==> src/rtl/mem_wb_stage.sv <==
// mem_wb_stage: MEM->WB pipeline register with a valid/ready handshake, a
// two-entry (main + skid) buffer, a flush path and a writeback-control decode
// that is computed when an entry is captured and stored with it.
//
// Optional feature macro: MEM_WB_FWD_EN
//   defined   : fwd_* expose the main entry combinationally for EX-stage bypass
//   undefined : fwd_we_o=0, fwd_reg_o=NOP_REG, fwd_data_o=0 (no bypass logic)
//
// Ports:
//   clk_i, rst_i       clock (rising edge), synchronous active-high reset
//   flush_i            discard held and incoming entries
//   in_valid_i/in_ready_o, ir_i, alu_data_i, mem_data_i   MEM-side entry
//   out_valid_o/out_ready_i, ir_o, wb_we_o, wb_reg_o, wb_sel_o, wb_data_o
//                      WB-side entry (wb_we_o already qualified by valid)
//   fwd_we_o, fwd_reg_o, fwd_data_o   forwarding view of the main entry
//
// state   | meaning
// S_EMPTY | main and skid empty
// S_ONE   | main holds the oldest entry, skid empty
// S_FULL  | main and skid both hold entries, input stalled
module mem_wb_stage #(
  parameter int DATA_W  = 32,
  parameter int IR_W    = 32,
  parameter int REG_W   = 5,
  parameter int NOP_REG = 31
) (
  input  logic              clk_i,
  input  logic              rst_i,
  input  logic              flush_i,
  input  logic              in_valid_i,
  output logic              in_ready_o,
  input  logic [IR_W-1:0]   ir_i,
  input  logic [DATA_W-1:0] alu_data_i,
  input  logic [DATA_W-1:0] mem_data_i,
  output logic              out_valid_o,
  input  logic              out_ready_i,
  output logic [IR_W-1:0]   ir_o,
  output logic              wb_we_o,
  output logic [REG_W-1:0]  wb_reg_o,
  output logic              wb_sel_o,
  output logic [DATA_W-1:0] wb_data_o,
  output logic              fwd_we_o,
  output logic [REG_W-1:0]  fwd_reg_o,
  output logic [DATA_W-1:0] fwd_data_o
);

  typedef enum logic [1:0] {
    S_EMPTY = 2'd0,
    S_ONE   = 2'd1,
    S_FULL  = 2'd2
  } state_t;

  localparam logic [REG_W-1:0] NOP_IDX = REG_W'(NOP_REG);

  state_t state_q, state_d;

  logic main_valid;
  logic in_fire, out_fire;
  logic load_main, load_skid, move_skid;

  // Decoded view of the incoming entry
  logic [3:0]        in_op;
  logic              in_we;
  logic              in_sel;
  logic [REG_W-1:0]  in_reg;
  logic [DATA_W-1:0] in_data;

  logic [IR_W-1:0]   main_ir_q,   main_ir_d;
  logic              main_we_q,   main_we_d;
  logic [REG_W-1:0]  main_reg_q,  main_reg_d;
  logic              main_sel_q,  main_sel_d;
  logic [DATA_W-1:0] main_data_q, main_data_d;

  logic [IR_W-1:0]   skid_ir_q,   skid_ir_d;
  logic              skid_we_q,   skid_we_d;
  logic [REG_W-1:0]  skid_reg_q,  skid_reg_d;
  logic              skid_sel_q,  skid_sel_d;
  logic [DATA_W-1:0] skid_data_q, skid_data_d;

  // State register
  always_ff @(posedge clk_i) begin
    if (rst_i) state_q <= S_EMPTY;
    else       state_q <= state_d;
  end

  // Control outputs; in_ready_o depends on the state register only
  always_comb begin
    main_valid = (state_q != S_EMPTY);
    in_ready_o = (state_q != S_FULL);
    in_fire    = in_valid_i & in_ready_o;
    out_fire   = main_valid & out_ready_i;
    load_main  = 1'b0;
    load_skid  = 1'b0;
    move_skid  = 1'b0;
    if (!flush_i) begin
      unique case (state_q)
        S_EMPTY: load_main = in_fire;
        S_ONE: begin
          load_main = in_fire & out_fire;
          load_skid = in_fire & ~out_fire;
        end
        S_FULL:  move_skid = out_fire;
        default: ;
      endcase
    end
  end

  // Next-state logic
  always_comb begin
    state_d = state_q;
    if (flush_i) begin
      state_d = S_EMPTY;
    end else begin
      unique case (state_q)
        S_EMPTY: if (in_fire) state_d = S_ONE;
        S_ONE: begin
          if (in_fire && !out_fire)      state_d = S_FULL;
          else if (out_fire && !in_fire) state_d = S_EMPTY;
        end
        S_FULL:  if (out_fire) state_d = S_ONE;
        default: state_d = S_EMPTY;
      endcase
    end
  end

  // Writeback-control decode of the incoming instruction
  always_comb begin
    in_op = ir_i[IR_W-1 -: 4];
    unique case (in_op)
      4'd0, 4'd2, 4'd3, 4'd4, 4'd5, 4'd6, 4'd9: in_we = 1'b1;
      default:                                  in_we = 1'b0;
    endcase
    in_sel  = (in_op != 4'd0);
    in_reg  = in_we ? ir_i[IR_W-5 -: REG_W] : NOP_IDX;
    in_data = in_sel ? alu_data_i : mem_data_i;
  end

  // Entry movement; fields hold when nothing is loaded so outputs stay put
  // while out_valid_o is low
  always_comb begin
    main_ir_d   = main_ir_q;
    main_we_d   = main_we_q;
    main_reg_d  = main_reg_q;
    main_sel_d  = main_sel_q;
    main_data_d = main_data_q;
    skid_ir_d   = skid_ir_q;
    skid_we_d   = skid_we_q;
    skid_reg_d  = skid_reg_q;
    skid_sel_d  = skid_sel_q;
    skid_data_d = skid_data_q;
    if (move_skid) begin
      main_ir_d   = skid_ir_q;
      main_we_d   = skid_we_q;
      main_reg_d  = skid_reg_q;
      main_sel_d  = skid_sel_q;
      main_data_d = skid_data_q;
    end else if (load_main) begin
      main_ir_d   = ir_i;
      main_we_d   = in_we;
      main_reg_d  = in_reg;
      main_sel_d  = in_sel;
      main_data_d = in_data;
    end
    if (load_skid) begin
      skid_ir_d   = ir_i;
      skid_we_d   = in_we;
      skid_reg_d  = in_reg;
      skid_sel_d  = in_sel;
      skid_data_d = in_data;
    end
  end

  always_ff @(posedge clk_i) begin
    if (rst_i) begin
      main_ir_q   <= '0;
      main_we_q   <= 1'b0;
      main_reg_q  <= NOP_IDX;
      main_sel_q  <= 1'b0;
      main_data_q <= '0;
      skid_ir_q   <= '0;
      skid_we_q   <= 1'b0;
      skid_reg_q  <= NOP_IDX;
      skid_sel_q  <= 1'b0;
      skid_data_q <= '0;
    end else begin
      main_ir_q   <= main_ir_d;
      main_we_q   <= main_we_d;
      main_reg_q  <= main_reg_d;
      main_sel_q  <= main_sel_d;
      main_data_q <= main_data_d;
      skid_ir_q   <= skid_ir_d;
      skid_we_q   <= skid_we_d;
      skid_reg_q  <= skid_reg_d;
      skid_sel_q  <= skid_sel_d;
      skid_data_q <= skid_data_d;
    end
  end

  assign out_valid_o = main_valid;
  assign ir_o        = main_ir_q;
  assign wb_we_o     = main_valid & main_we_q;
  assign wb_reg_o    = main_reg_q;
  assign wb_sel_o    = main_sel_q;
  assign wb_data_o   = main_data_q;

`ifdef MEM_WB_FWD_EN
  assign fwd_we_o   = main_valid & main_we_q;
  assign fwd_reg_o  = main_reg_q;
  assign fwd_data_o = main_data_q;
`else
  assign fwd_we_o   = 1'b0;
  assign fwd_reg_o  = NOP_IDX;
  assign fwd_data_o = '0;
`endif

endmodule

==> config.mk <==
export PLATFORM = sky130hd
export DESIGN_NAME = mem_wb_stage
export DESIGN_NICKNAME = d
export VERILOG_FILES = /design/src/rtl/mem_wb_stage.sv
export SDC_FILE = /design/constraint.sdc
export NUM_CORES = 1
export LEC_CHECK = 0
export BUFFER_PORTS_ARGS = -buffer_cell sky130_fd_sc_hd__buf_4
export CAP_MARGIN = 40
export CORE_MARGIN = 2
export CORE_UTILIZATION = 45
export CTS_CLUSTER_DIAMETER = 40
export CTS_CLUSTER_SIZE = 30
export DETAILED_ROUTE_END_ITERATION = 10
export HOLD_SLACK_MARGIN = 0.03
export PLACE_DENSITY = 0.76
export SKIP_CTS_REPAIR_TIMING = 1
export SYNTH_ARGS = -nofsm -noshare
export SYNTH_HDL_FRONTEND = slang
export SYNTH_SLANG_ARGS = --single-unit
==> constraint.sdc <==
create_clock -name clk_i -period 1.46 [get_ports clk_i]
set_input_delay 0.219 -clock clk_i [delete_from_list [all_inputs] [get_ports clk_i]]
set_output_delay 0.219 -clock clk_i [all_outputs]
set_load 0.02 [all_outputs]
==> impl_metrics.env, run 1 <==
export IMPL_grt_pass1_wl_mm=26.4
export IMPL_nNetsFinal=1065
export IMPL_crit_chain="or3b_4, nor2_4, buf_12, buf_12, clkbuf_16, nor2_1, o21bai_1"
export IMPL_drv_cap=0
export IMPL_reg2regPathDepth=7
export IMPL_crit_fanout=8
export IMPL_gp_congestion=0.804
export IMPL_slowest_delay_ns=0.43
export IMPL_ir_worst_vdd_mv=1.00
export IMPL_slew_viol_final=0
export IMPL_rsz0062_at_grt="yes"
export IMPL_seqPwrFrac_pct=41.0
export IMPL_drt_iter0_markers=384
export IMPL_viasPerCell=5.34
export IMPL_r2r_start="state_q[1]$_SDFFE_PP0P_"
export IMPL_grt_max_degree=65
export IMPL_ys_top_cells_by_area="dfxtp_1 (47%), nor2_1 (10%), nand2_1 (6.5%)"
export IMPL_power_density_mw_per_mm2=1060
export IMPL_h_tree_depth=4
export IMPL_clkTransAtPathRegs_ns=0.06
export IMPL_synth_top_flop_cell="dfxtp_1"
export IMPL_setup_viol=135
export IMPL_rows=42
export IMPL_track_usage_pct=22.6
export IMPL_finish_instance_area_mm2=0.00962
export IMPL_violations="setup timing"
export IMPL_clk_latency_ns=0.42
export IMPL_die_x_um=121
export IMPL_min_delay_start="ir_i[11]"
export IMPL_core_area_mm2=0.0133
export IMPL_synth_warnings=0
export IMPL_critPathKind="register to register"
export IMPL_start_util_pct=46.2
export IMPL_synth_commonest_cells="nor2_1 (170), dfxtp_1 (144), nand2_1 (107), a21oi_1 (63), clkbuf_1 (43)"
export IMPL_layout_area_overhead_vs_synth_pct=56.5
export IMPL_internal_power_w=0.00762
export IMPL_yosysUniqueCellTypes=42
export IMPL_antenna_left=0
export IMPL_fin_ws_ns=-0.171
export IMPL_skew_ns=0.00580
export IMPL_yosysMostFrequentCell="nor2_1"
export IMPL_crit_path_top_delay_cell="or3b_4"
export IMPL_grt_pass1_vias=5457
export IMPL_cts_root_buf="clkbuf_16"
export IMPL_drc=0
export IMPL_die_area_mm2=0.0146
export IMPL_numCtsBuffers=17
export IMPL_io_buffers=173
export IMPL_crit_arrival_ns=1.98
export IMPL_drive_gt1_share_pct=44.1
export IMPL_synth_area_per_cell_um2=8.16
export IMPL_clkPwrFrac_pct=44.1
export IMPL_timing_fmax_mhz=613
export IMPL_whs_path_depth=3
export IMPL_antennaDiodeCount=0
export IMPL_route_detailed_wl_per_inst_um=17.0
export IMPL_synth_edf_count=0
export IMPL_vias=6148
export IMPL_crit_start="state_q[1]$_SDFFE_PP0P_"
export IMPL_place_area_mm2=0.00794
export IMPL_cts_sinks=144
export IMPL_run_status="complete, but fails checks"
export IMPL_first_pass_iters=7
export IMPL_worst_setup_path_start_kind="register"
export IMPL_yosys_area_top_type="dfxtp_1"
export IMPL_p_sw_w=0.00256
export IMPL_hp_class="input pin to register"
export IMPL_pin_count=212
export IMPL_hpwlAfterDp_mm=11.4
export IMPL_die_h_um=121
export IMPL_synth_top_area_share_pct=46.9
export IMPL_cts_buffer_depth=2
export IMPL_p_total_w=0.0102
export IMPL_ys_ff_latch=144
export IMPL_leakagePower_nw=4.07
export IMPL_synth_seq_area_share_pct=46.9
export IMPL_async_flop_share_pct=0
export IMPL_postRouteWirelength_mm=19.5
export IMPL_finalHoldViolations=0
export IMPL_fillerInstances=990
export IMPL_syn_inst=753
export IMPL_cts_tree="built"
export IMPL_cp_common_cell="buf_12"
export IMPL_swShare_pct=25.2
export IMPL_crit_required_ns=1.81
export IMPL_grt_overflow_total=0
export IMPL_period_minus_slack_ns=1.63
export IMPL_syn_area_mm2=0.00615
export IMPL_antenna_found_initial=0
export IMPL_period_share_pct=112
export IMPL_comb_power_share_pct=14.9
export IMPL_worst_setup_path_end_kind="register"
[power groups by stage]
stage                     combinational, W  clock, W  sequential, W
after floorplan                   0.000613         0        0.00439
after global placement             0.00132         0        0.00425
after detailed placement           0.00133         0        0.00425
after CTS                          0.00133   0.00452        0.00417
after global routing               0.00161   0.00468        0.00419
final                              0.00152   0.00449        0.00418
[cell families after synthesis]
logic type | count (synthesis) | share of synthesized area, %
AND/OR/NAND/NOR | 346 | 24.0
other | 2 | 0.122
buffers and inverters | 94 | 8.35
AO/OA/AOI/OAI | 134 | 14.8
flip-flops | 144 | 46.9
multiplexers | 33 | 5.84
[metrics by stage]
stage / hold slack (ns) / TNS (ns) / std cells / worst slack, ns / utilization [%]
6_report: 0.0518 / -9.09 / 1151 / -0.171 / 72.4
5_1_grt: 0.0540 / -16.60 / 1151 / -0.213 / 72.4
4_1_cts: 0.0452 / -4.47 / 1125 / -0.269 / 64.3
3_5_place_dp: 0.447 / -12.54 / 1095 / -0.209 / 59.7
3_3_place_gp: 0.442 / -9.81 / 1095 / -0.167 / 59.7
2_1_floorplan: 0.290 / -3.35 / 789 / -0.0770 / -
[cell type report]
class                           instances  area [µm²]  area share (%)
Clock buffer                           21         480            4.99
Tap cell                              176         220            2.29
Multi-Input combinational cell        551        3550            36.9
Sequential cell                       144        2890            30.0
Clock inverter                          9         133            1.38
Timing Repair Buffer                  249        2340            24.4
Inverter                                1        3.75          0.0390
[sequential cells by signal, summed over array words and instances (netlist names)]
name         flops
skid_sel_q       1
wb_sel_o         1
skid_data_q     32
state_q          2
wb_data_o       32
skid_reg_q       5
ir_o            32
wb_reg_o         5
main_we_q        1
skid_ir_q       32
skid_we_q        1
[layer usage]
metal	wire length, µm	part of all wire (%)	up-vias	track usage [%]
met5	0	0	-	0
met1	7990	41	2946	29.7
met2	9740	50	245	36.3
met3	1450	7.4	34	6.11
li1	-	-	2923	-
met4	352	1.8	0	7.05
[final timing paths]
kind	end	slack [ns]
setup reg to reg	skid_reg_q[3]$_SDFFE_PP1P_	-0.17
setup / recovery	skid_reg_q[3]$_SDFFE_PP1P_	-0.17
hold / removal	skid_ir_q[11]$_SDFFE_PP0P_	0.05
hold reg to reg	skid_ir_q[10]$_SDFFE_PP0P_	0.45
[layout by cell type, fill, tap and decap left out, types with 13 or more instances in the layout]
master | netlist | final
clkbuf_16 | 0 | 23
nand2_1 | 107 | 89
a21oi_2 | 0 | 20
a22oi_2 | 0 | 20
dfxtp_1 | 144 | 142
buf_12 | 0 | 20
nor4_1 | 28 | 25
nor2_2 | 1 | 17
nor2_1 | 170 | 144
a21oi_1 | 63 | 42
buf_6 | 0 | 19
buf_4 | 39 | 198
nor3_2 | 0 | 13
mux2_1 | 22 | 17
conb_1 | 2 | 38
[worst max-delay path, delay by kind of cell, from the launching register on]
family / cells / cell delay, ns
AOI/OAI and AO/OA: 1 / 0.14
buffers and inverters: 3 / 0.45
DFF: 1 / 0.33
and+or+nand+nor: 3 / 0.64
Power figures use the tool's default switching activity.
==> inputs of run 2 (changes only) <==
--- a/config.mk
+++ b/config.mk
@@ -8,12 +8,12 @@
 export BUFFER_PORTS_ARGS = -buffer_cell sky130_fd_sc_hd__buf_4
 export CAP_MARGIN = 40
 export CORE_MARGIN = 2
-export CORE_UTILIZATION = 45
+export CORE_UTILIZATION = 54
 export CTS_CLUSTER_DIAMETER = 40
 export CTS_CLUSTER_SIZE = 30
 export DETAILED_ROUTE_END_ITERATION = 10
 export HOLD_SLACK_MARGIN = 0.03
-export PLACE_DENSITY = 0.76
+export PLACE_DENSITY = 0.85
 export SKIP_CTS_REPAIR_TIMING = 1
 export SYNTH_ARGS = -nofsm -noshare
 export SYNTH_HDL_FRONTEND = slang
==> constraint.sdc (replaced) <==
create_clock -name clk_i -period 1.92 [get_ports clk_i]
set_input_delay 0.288 -clock clk_i [delete_from_list [all_inputs] [get_ports clk_i]]
set_output_delay 0.288 -clock clk_i [all_outputs]
set_load 0.02 [all_outputs]
==> run 2 against run 1 <==
Flip-flop and latch count unchanged; register-to-register slack better by 0.33 ns; global-route usage up 3.0 points; clock-buffer cell count down 4; cell area down 15%; clock skew up 0.0045 ns; the run now ends clean; first-iteration DRC count up 23%; clock power down 17%; non-clock buffer count down 55; sequential power down 24%; critical endpoint is now wb_we_o; core utilization up 2.3 points; combinational power down 38%.
==> impl_metrics.env, run 2 (synthesis results as in run 1) <==
export IMPL_rows=38
export IMPL_cts_tree="built"
export IMPL_clk_latency_ns=0.40
export IMPL_setup_viol=0
export IMPL_numCtsBuffers=17
export IMPL_hp_class="input pin to register"
export IMPL_track_usage_pct=25.7
export IMPL_top_layer="met4"
export IMPL_rsz0062_at_grt="no"
export IMPL_drt_iter0_markers=473
export IMPL_postRouteWirelength_mm=16.0
export IMPL_tns_ns=0
export IMPL_timing_fmax_mhz=556
export IMPL_final_common_cell="buf_4"
export IMPL_antenna_left=0
export IMPL_pin_count=212
export IMPL_crit_arrival_ns=1.51
export IMPL_die_area_mm2=0.0123
export IMPL_nNetsFinal=1010
export IMPL_skew_ns=0.0103
export IMPL_grt_pass1_wl_mm=26.1
export IMPL_start_util_pct=56.0
export IMPL_wl_met2_mm=8.01
export IMPL_route_met3_wl_mm=1.06
export IMPL_leakagePower_nw=3.48
export IMPL_layout_area_overhead_vs_synth_pct=33.5
export IMPL_period_minus_slack_ns=1.80
export IMPL_finalHoldViolations=0
export IMPL_ir_worst_vdd_mv=0.983
export IMPL_p_total_w=0.00782
export IMPL_antenna_found_initial=0
export IMPL_crit_fanout=8
export IMPL_period_share_pct=93.7
export IMPL_antennaDiodeCount=0
export IMPL_cts_root_buf="clkbuf_16"
export IMPL_final_cell_mix="buf_4 (186), nor2_1 (170), dfxtp_1 (144)"
export IMPL_drive_gt1_share_pct=26.3
export IMPL_grt_max_degree=82
export IMPL_grt_overflow_total=0
export IMPL_viasPerCell=5.42
export IMPL_hpwlAfterDp_mm=10.2
export IMPL_worst_setup_path_end_kind="output port"
export IMPL_slew_viol_final=0
export IMPL_gp_congestion=0.788
export IMPL_cts_buffer_depth=2
export IMPL_first_pass_iters=5
export IMPL_drc=0
export IMPL_io_buffers=173
export IMPL_route_detailed_wl_per_inst_um=15.1
export IMPL_worst_setup_path_start_kind="register"
export IMPL_h_tree_depth=4
export IMPL_wl_met1_mm=6.66
export IMPL_die_h_um=111
export IMPL_vias=5747
export IMPL_cts_sinks=144
export IMPL_crit_required_ns=1.63
export IMPL_critPathKind="register to output port"
export IMPL_drv_cap=0
export IMPL_die_x_um=111
export IMPL_core_area_mm2=0.0110
export IMPL_grt_pass1_vias=5510
export IMPL_clkTransAtPathRegs_ns=0.06
export IMPL_run_status="complete, no violations"
export IMPL_power_density_mw_per_mm2=953
==> run 2: worst paths after layout <==
path | cells past startpoint | slack [ns] | to | from
setup / recovery | 4 | 0.12 | wb_we_o | state_q[1]$_SDFFE_PP0P_
hold / removal | 2 | 0.12 | state_q[0]$_SDFFE_PP0P_ | flush_i
setup reg to reg | 4 | 0.16 | wb_reg_o[1]$_SDFFE_PP1P_ | state_q[0]$_SDFFE_PP0P_
hold reg to reg | 2 | 0.46 | skid_ir_q[24]$_SDFFE_PP0P_ | skid_ir_q[24]$_SDFFE_PP0P_
==> run 2: worst max-delay path, cell delays in order (launching register included) <==
cell,delay [ns]
dfxtp_1,0.31
buf_4,0.16
or2_2,0.31
and2_1,0.18
buf_4,0.16
==> run 2: routing by layer <==
metal  vias to the layer above  global-route usage (%)
met5                         -                       0
met4                         0                    8.08
met3                        18                    7.00
met2                       207                    44.0
met1                      2705                    31.4
li1                       2817                       -
==> run 2: stage by stage <==
stage,utilization (%),setup slack (ns),std cells,instance area (µm²),hold WS (ns)
floorplan,-,0.288,789,6280,0.365
global placement,68.6,0.107,1030,7540,0.442
detailed placement,68.6,0.0820,1030,7540,0.447
CTS,74.7,0.114,1061,8200,0.111
global route,74.7,0.0241,1061,8200,0.109
finish,74.7,0.121,1061,8200,0.119
==> run 2: where the power goes <==
part	switching, W	internal [W]	total [W]
clock	0.00127	0.00244	0.00371
sequential	0.0000657	0.00310	0.00317
combinational	0.000536	0.000411	0.000947
total	0.00187	0.00595	0.00782
==> run 2: area by class of cell <==
| cell class | count | area (µm²) |
|---|---|---|
| Clock buffer | 17 | 425 |
| Clock inverter | 14 | 239 |
| Fill cell | 809 | 2780 |
| Inverter | 1 | 3.75 |
| Multi-Input combinational cell | 551 | 2920 |
| Sequential cell | 144 | 2880 |
| Tap cell | 140 | 175 |
| Timing Repair Buffer | 194 | 1560 |
